--- config.mk ---
export PLATFORM = sky130hd
export DESIGN_NAME = wishbone_bus_if
export DESIGN_NICKNAME = d
export VERILOG_FILES = /design/src/rtl/wishbone_bus_if_pkg.sv /design/src/rtl/wishbone_bus_if.sv
export SDC_FILE = /design/constraint.sdc
export NUM_CORES = 1
export LEC_CHECK = 0
export BUFFER_PORTS_ARGS = -buffer_cell sky130_fd_sc_hd__buf_2
export CAP_MARGIN = 20
export CORE_ASPECT_RATIO = 1.25
export CORE_MARGIN = 1.5
export CORE_UTILIZATION = 38
export DETAILED_ROUTE_END_ITERATION = 10
export GPL_TIMING_DRIVEN = 0
export PLACE_DENSITY = 0.66
export SETUP_SLACK_MARGIN = 0.2
export SLEW_MARGIN = 20
export SYNTH_ARGS = -nofsm -noshare
export SYNTH_HDL_FRONTEND = slang
export SYNTH_SLANG_ARGS = --single-unit
--- constraint.sdc ---
create_clock -name clk -period 5.9 [get_ports clk]
set_clock_uncertainty 0.2 [all_clocks]
set_input_delay 0.59 -clock clk [delete_from_list [all_inputs] [get_ports clk]]
set_output_delay 0.59 -clock clk [all_outputs]
set_load 0.02 [all_outputs]
--- src/rtl/wishbone_bus_if_pkg.sv ---
// Shared definitions for the core-to-Wishbone bridge: FSM state encoding,
// stall vector width, zero word and the registered Wishbone request bundle.
package wishbone_bus_if_pkg;

    localparam int          STALL_W_DEFAULT = 6;
    localparam logic [31:0] ZERO_WORD       = 32'h0000_0000;

    typedef enum logic [1:0] {
        WB_IDLE           = 2'd0,
        WB_BUSY           = 2'd1,
        WB_WAIT_FOR_STALL = 2'd2
    } wb_state_e;

    // Everything the bridge drives onto the Wishbone master side.
    typedef struct packed {
        logic [31:0] adr;
        logic [31:0] dat;
        logic        we;
        logic [3:0]  sel;
        logic        stb;
        logic        cyc;
    } wb_req_t;

    localparam wb_req_t WB_REQ_IDLE = '0;

endpackage

--- src/rtl/wishbone_bus_if.sv ---
// Bridges a single-cycle core memory port to a classic Wishbone B3 master.
// A core access becomes a multi-cycle bus cycle while the pipeline is held
// via stallreq_o; read data is parked in rd_buf until ctrl releases stall_i.
module wishbone_bus_if
    import wishbone_bus_if_pkg::*;
#(
    parameter int TIMEOUT_CYCLES = 255,
    parameter int STALL_W        = STALL_W_DEFAULT
) (
    input  logic               clk,
    input  logic               rst,

    input  logic               cpu_ce_i,
    input  logic               cpu_we_i,
    input  logic [31:0]        cpu_addr_i,
    input  logic [3:0]         cpu_sel_i,
    input  logic [31:0]        cpu_data_i,
    output logic [31:0]        cpu_data_o,

    input  logic [STALL_W-1:0] stall_i,
    input  logic               flush_i,
    output logic               stallreq_o,
    output logic               err_o,

    output logic [31:0]        wb_adr_o,
    output logic [31:0]        wb_dat_o,
    input  logic [31:0]        wb_dat_i,
    output logic               wb_we_o,
    output logic [3:0]         wb_sel_o,
    output logic               wb_stb_o,
    output logic               wb_cyc_o,
    input  logic               wb_ack_i
);

    // Counter only needs to reach TIMEOUT_CYCLES-1; a timeout of 0 disables it.
    localparam bit          TO_EN     = (TIMEOUT_CYCLES != 0);
    localparam int          CNT_W     = (TIMEOUT_CYCLES > 1) ? $clog2(TIMEOUT_CYCLES) : 1;
    localparam int          CNT_MAX_I = TO_EN ? (TIMEOUT_CYCLES - 1) : 0;
    localparam logic [CNT_W-1:0] CNT_MAX = CNT_MAX_I[CNT_W-1:0];

    wb_state_e         state_q, state_d;
    wb_req_t           wb_q, wb_d;
    logic [31:0]       rd_buf_q, rd_buf_d;
    logic [CNT_W-1:0]  cnt_q, cnt_d;
    logic              err_q, err_d;
    logic              timeout_hit;
    logic              stall_active;

    assign stall_active = (stall_i != '0);

    // Abort only when the slave stays silent and no flush takes priority.
    assign timeout_hit = TO_EN && (state_q == WB_BUSY) && !flush_i && !wb_ack_i
                         && (cnt_q == CNT_MAX);

    // Next-state, next-bus-request and core-facing outputs.
    always_comb begin
        // NOTE: every signal assigned here gets a default first so no path leaves one unassigned (no latches).
        state_d    = state_q;
        wb_d       = wb_q;
        rd_buf_d   = rd_buf_q;
        cnt_d      = cnt_q;
        err_d      = 1'b0;
        stallreq_o = 1'b0;
        cpu_data_o = ZERO_WORD;

        case (state_q)
            WB_IDLE: begin
                stallreq_o = cpu_ce_i & ~flush_i;
                if (cpu_ce_i && !flush_i) begin
                    wb_d = '{adr: cpu_addr_i, dat: cpu_data_i, we: cpu_we_i,
                             sel: cpu_sel_i, stb: 1'b1, cyc: 1'b1};
                    cnt_d   = '0;
                    state_d = WB_BUSY;
                end
            end

            WB_BUSY: begin
                if (flush_i) begin
                    // Flush beats a simultaneous ack; its data is thrown away.
                    stallreq_o = 1'b1;
                    wb_d       = WB_REQ_IDLE;
                    rd_buf_d   = ZERO_WORD;
                    state_d    = WB_IDLE;
                end else if (wb_ack_i) begin
                    stallreq_o = 1'b0;
                    cpu_data_o = cpu_we_i ? ZERO_WORD : wb_dat_i;
                    wb_d       = WB_REQ_IDLE;
                    if (!cpu_we_i) begin
                        rd_buf_d = wb_dat_i;
                    end
                    state_d = stall_active ? WB_WAIT_FOR_STALL : WB_IDLE;
                end else if (timeout_hit) begin
                    stallreq_o = 1'b0;
                    wb_d       = WB_REQ_IDLE;
                    rd_buf_d   = ZERO_WORD;
                    err_d      = 1'b1;
                    state_d    = stall_active ? WB_WAIT_FOR_STALL : WB_IDLE;
                end else begin
                    stallreq_o = 1'b1;
                    if (TO_EN && (cnt_q != CNT_MAX)) begin
                        cnt_d = cnt_q + CNT_W'(1);
                    end
                end
            end

            WB_WAIT_FOR_STALL: begin
                // Another stage still stalls; keep presenting the captured data.
                cpu_data_o = rd_buf_q;
                if (!stall_active) begin
                    state_d = WB_IDLE;
                end
            end

            default: begin
                state_d = WB_IDLE;
                wb_d    = WB_REQ_IDLE;
            end
        endcase
    end

    // State, registered bus request, read buffer, timeout counter and error pulse.
    always_ff @(posedge clk) begin
        // NOTE: sequential state uses non-blocking assignments so all flops update together at the edge.
        if (rst) begin
            state_q  <= WB_IDLE;
            wb_q     <= WB_REQ_IDLE;
            rd_buf_q <= ZERO_WORD;
            cnt_q    <= '0;
            err_q    <= 1'b0;
        end else begin
            state_q  <= state_d;
            wb_q     <= wb_d;
            rd_buf_q <= rd_buf_d;
            cnt_q    <= cnt_d;
            err_q    <= err_d;
        end
    end

    assign wb_adr_o = wb_q.adr;
    assign wb_dat_o = wb_q.dat;
    assign wb_we_o  = wb_q.we;
    assign wb_sel_o = wb_q.sel;
    assign wb_stb_o = wb_q.stb;
    assign wb_cyc_o = wb_q.cyc;
    assign err_o    = err_q;

endmodule

---- Yosys cells after proc, flatten, opt, wreduce, memory -nomap -nowiden ----
Cells that the tools add are included.
cells by class
  add/subtract/negate cells ............... 1
  eq/ne operators ......................... 12
  multiplexer cells ....................... 31
  bitwise operators ....................... 4
  reductions and logical operators ........ 15
operator list
  operator               number
  $mux W71               4
  $mux W32               7
  $pmux W71 S3           1
  $pmux W32 S2           1
  $mux W8                5
  $pmux W8 S2            1
  $mux W2                6
  $ne A2 B2 Y1 const B   5
  $reduce_and A3 Y1      3
  $add A8 B1 Y8 const B  1
  $eq A8 B8 Y1 const B   1
  $ne A8 B8 Y1 const B   1
  $pmux W2 S3            1
  $reduce_and A6 Y1      1
  $reduce_bool A6 Y1     1
  $logic_and A1 B1 Y1    4
  $mux W1                4
  $ne A4 B4 Y1 const B   1
  $reduce_or A4 Y1       1
  $ne A3 B3 Y1 const B   1
  $not A1 Y1             3
  $reduce_bool A3 Y1     1
  $eq A2 B1 Y1 const B   1
  $eq A2 B2 Y1 const B   1
  6 further kinds        7
word-level totals
  bits in registers ....................... 114
  logic and storage cells ................. 73

---- Longest topological paths before layout ----
  depth in word-level cells ............... 8
  depth in mapped cells ................... 8
  depth with buffers taken out ............ 6

---- Least setup slack after synthesis ----
No wires, ideal clock.
  path type ............................... input to output
  start ................................... input port wb_ack_i
  end ..................................... output port cpu_data_o[0]
  arrival ................................. 2.053 ns
  path slack .............................. 3.057 ns
  stages .................................. 5
  cell sequence ........................... inv_1 nor4_1 clkbuf_1 nand2_1 a21boi_0
between the ends
  cells in the longest elaborated chain, start to end .. 3
RTL lines
  item             line                   RTL
  start, declared  wishbone_bus_if.sv:32  input logic wb_ack_i
  $mux W32         wishbone_bus_if.sv:84  end else if (wb_ack_i) begin
  $mux W32         wishbone_bus_if.sv:78  if (flush_i) begin
  $pmux W32 S2     wishbone_bus_if.sv:66  case (state_q)
  end, declared    wishbone_bus_if.sv:18  output logic [31:0] cpu_data_o,
Every way passes these cells.

---- Worst setup path after layout ----
  start ................................... register state_q[1]
  end ..................................... output port cpu_data_o[28]
between the ends
  cells in the longest elaborated chain, start to end .. 2
  elaborated cells on any way between the ends .. 3
RTL lines
  item                                          line                    RTL
  start, declared                               wishbone_bus_if.sv:41   wb_state_e state_q, state_d;
  start signal, assigned                        wishbone_bus_if.sv:131  state_q <= state_d;
  $eq A2 B2 Y1 or $eq A2 B1 Y1 (tied branches)  wishbone_bus_if.sv:66
  $pmux W32 S2 *                                wishbone_bus_if.sv:66
Mark *: on every way between the ends. The rest lies on a longest branch, timed or not.

==> impl.org <==
** Run status
- Result of the run :: finished, final reports clean

** Global routing
- Global-route usage over all layers :: 0.231
- Number of global-route vias before repair :: approximately 5000
- The number of antenna violations at the first check in global routing came to 0.
- The first global-routing pass estimated between 20000 and 30000 um of wire.
- Global routing finished with a remaining overflow of 0.
- Maximum number of pins on one net before global-route repair :: 17

** Clocking
- CTS Buf Count :: 17
- Worst-path clk slew :: 50 ps
- Clock Sinks :: 113
- Number of buffers on the longest clock path :: 2
- Post-CTS setup buffer count :: 0
- # hold bufs at CTS :: 0
- For the worst-skew pair, the clock arrives at the later sink with an insertion delay of 410 ps.
- Gates resized during post-CTS repair numbered 0.
- Clock tree from TritonCTS :: yes
- The clock tree synthesis step divided the H-tree into 4 levels.
- The tree is rooted in a sky130_fd_sc_hd__clkbuf_16.

** STA
- Across all setup checks in the final design, the least slack found is 2110 ps.
- Timing would allow up to 264 MHz.
- Worst slew margin :: 0.398
- Post-route clock period utilization :: 0.643
- Number of max-slew violations in the final report :: 0
- For the final routed database, the setup TNS stands at 0 ps.
- Finish-stage setup viols :: 0
- Setup repair after global routing left no endpoint under its margin.
- After layout, the minimum clock period comes to 3790 ps.
- Number of failing hold endpoints at the final stage :: 0
- At the pin with the least slew margin, the transition time is between 800 and 900 ps.
- Worst hold slack across all endpoints :: 234 ps

** Finish
- Final instance count without filler cells :: 1036
- The number of antenna diodes in the final layout is 0.
- In the final layout, the share of cells above drive strength 1 is 0.296.
- The final layout contains 973 nets.
- The area growth from synthesis to layout is 38.0%.
- Filler Cell Count :: 1342

** Worst setup path
- Element type at the critical path end :: primary output
- Across all register-to-register paths, the minimum setup slack is roughly 3200 ps.
- Launch point of the critical path :: state_q[1]
- The startpoint identified for the worst register-to-register timing path is state_q[0].
- Setup crit end :: cpu_data_o[28]
- The endpoint identified for the worst register-to-register timing path is wb_dat_o[13].
- WP data arrival :: 3000 ps
- CP Class :: flip-flop to primary output
- For the worst setup path, the data required time is 5110 ps.
- Biggest fanout along the worst timing path :: 10
- Kind of launch point of the worst setup path :: flip-flop
- Worst Reg2Reg Path Length in Cells :: 7

** Drt
- Vias post-DR :: 5473
- Total detailed-routing wirelength :: 16100 um
- Average wire per cell in the routed design :: 15.6 um
- Drt first pass iters :: 4
- For this block, the initial DRC count from the detailed router was 327.
- Average vias per placed instance :: between 5 and 6
- Post-route DRC :: 0
- Once detail routing completed, the nets flagged for antenna violations numbered 0.

** Place
- Number of buffers inserted by port buffering :: 215
- Final RePlAce weighted congestion :: 0.814
- Including well taps, the total number of placed cells is ~1000.
- Prior to clock tree synthesis, the placed netlist has a worst setup slack of roughly 2600 ps.
- The wire-length estimate of the detail-placed layout is roughly 12000 um.

** Synthesis
- By area the synthesized netlist is led by sky130_fd_sc_hd__dfxtp_1 46%, sky130_fd_sc_hd__o21ai_0 11%, sky130_fd_sc_hd__a21oi_1 11%.
- Ranked by instance count, the synthesized netlist is headed by 113 x sky130_fd_sc_hd__dfxtp_1, 106 x sky130_fd_sc_hd__o21ai_0, 105 x sky130_fd_sc_hd__a21oi_1.
- Post-synth top flop :: sky130_fd_sc_hd__dfxtp_1
- During synthesis, Yosys emitted a total of 0 warnings.
- Dividing the synthesized area by the synthesized cell count gives 7.98 um^2.
- Top-count cell post-synth :: sky130_fd_sc_hd__dfxtp_1
- Cells after Synth :: between 600 and 700
- The largest total area in the synthesized netlist belongs to sky130_fd_sc_hd__dfxtp_1.
- Register area share after synthesis :: 0.456
- Of the post-synthesis cell area, the dominant cell type holds 0.456.
- Counting flops with an async set or reset pin after synthesis yields a share of 0.
- The synthesized design contains 113 register bits.
- Netlist Area Pre-Place :: 4960 um^2
- Number of distinct library cells after synthesis :: 37
- Counting flops with a built-in enable in the synthesized netlist gives 0.
- Synthesis produced a netlist with a net count of 739.

** Floorplanning
- Chip Height :: 131 um
- The floorplan step defined a core boundary enclosing 12700 um^2.
- Measured along the x axis, the die boundary spans 105 um.
- The die covers 13800 um^2.
- Number of top-level design ports :: 217
- For this configuration, the core starts out at a cell density of 0.390.
- Row generation in the floorplan step produced 46 rows.

** Power and ir drop
- Power spread over the standard cell area amounts to 434 nW/um^2.
- P_leak :: 2.84 nW
- Largest vdd supply drop :: 0.199 mV
- PnR Total Power :: 2.97 mW

** Hold path
- The path class of the tightest hold or removal check is input port to flip-flop.

** Flow run
- Max-cap viol count :: 0
-- power by group --
group	internal [mW]	switching [mW]
Clock	0.700	0.346
Combinational	0.315	0.662
Sequential	0.887	0.0600
-- per-stage QoR --
| stage | utilization | cell area [um^2] |
|---|---|---|
| detailed placement | 0.491 | 6250 |
| global route | 0.539 | 6850 |
| floorplan | - | 4960 |
| finish | 0.539 | 6850 |
| global placement | 0.491 | 6250 |
| CTS | 0.539 | 6850 |
-- cells in the final DEF (no fill, tap or decap), types with 5 or more instances in the layout --
cell type | synthesis | final
sky130_fd_sc_hd__a21oi_1 | 105 | 105
sky130_fd_sc_hd__ha_1 | 5 | 5
sky130_fd_sc_hd__inv_1 | 6 | 6
sky130_fd_sc_hd__nand4_1 | 70 | 70
sky130_fd_sc_hd__buf_2 | 0 | 215
sky130_fd_sc_hd__clkbuf_16 | 0 | 17
sky130_fd_sc_hd__a21boi_0 | 32 | 32
sky130_fd_sc_hd__nor3_1 | 6 | 6
sky130_fd_sc_hd__dfxtp_1 | 113 | 113
sky130_fd_sc_hd__o21ai_0 | 106 | 106
sky130_fd_sc_hd__nand2_1 | 71 | 71
sky130_fd_sc_hd__clkbuf_2 | 7 | 7
sky130_fd_sc_hd__clkbuf_1 | 51 | 54
sky130_fd_sc_hd__buf_1 | 7 | 7
-- routing by layer --
layer  track usage  vias up  routed length [um]
li1              -     2737                   -
met1         0.280     2524                6940
met2         0.407      195                8080
met3        0.0456       17                 894
met4        0.0822        0                 208
met5             0        -                   0
-- logic make-up (layout without fill, tap and decap cells) --
family / Yosys count / after routing / synth area share
fa+ha+maj: 5 / 5 / 0.0126
mux: 2 / 2 / 0.00428
xor+xnor: 1 / 1 / 0.00176
compound gates: 258 / 258 / 0.290
simple gates: 170 / 170 / 0.177
flops: 113 / 113 / 0.456
buf+inv: 73 / 319 / 0.0592
-- critical path, stage by stage, from the launching register on --
cell	delay [ps]
sky130_fd_sc_hd__dfxtp_1	320
sky130_fd_sc_hd__inv_1	80
sky130_fd_sc_hd__ha_1	260
sky130_fd_sc_hd__inv_1	180
sky130_fd_sc_hd__nor4_1	710
sky130_fd_sc_hd__clkbuf_1	450
sky130_fd_sc_hd__nand2_1	140
sky130_fd_sc_hd__a21boi_0	240
sky130_fd_sc_hd__buf_2	210
-- worst min path at each step --
| stage | cells after the start | from | endpoint | slack (ps) |
|---|---|---|---|---|
| finish | 3 | wb_dat_i[21] | rd_buf_q[21] | 230 |
| CTS | 3 | wb_dat_i[21] | rd_buf_q[21] | 220 |
| floorplan | 2 | rd_buf_q[0] | rd_buf_q[0] | 250 |
| detailed placement | 2 | wb_adr_o[16] | wb_adr_o[16] | 270 |
| global placement | 2 | wb_dat_o[17] | wb_dat_o[17] | 250 |
| global route | 3 | wb_dat_i[21] | rd_buf_q[21] | 240 |
-- state kept, by name (all words and copies together) (netlist names), 2 cells and up --
| signal | cells |
|---|---|
| state_q | 2 |
| cnt_q | 8 |
| rd_buf_q | 32 |
| wb_adr_o | 32 |
| wb_dat_o | 32 |
| wb_sel_o | 4 |
-- layout make-up --
type	instances	area [um^2]	area share
flip-flops and latches	113	2260	0.330
plain buffers	67	272	0.0396
repair buffers	215	1080	0.157
multi-input cells	436	2410	0.352
clock inverters	11	164	0.0239
inverters	6	22.5	0.00329
clock buffers	20	437	0.0637
well taps	168	210	0.0307
(Power assumes the default switching activity.)
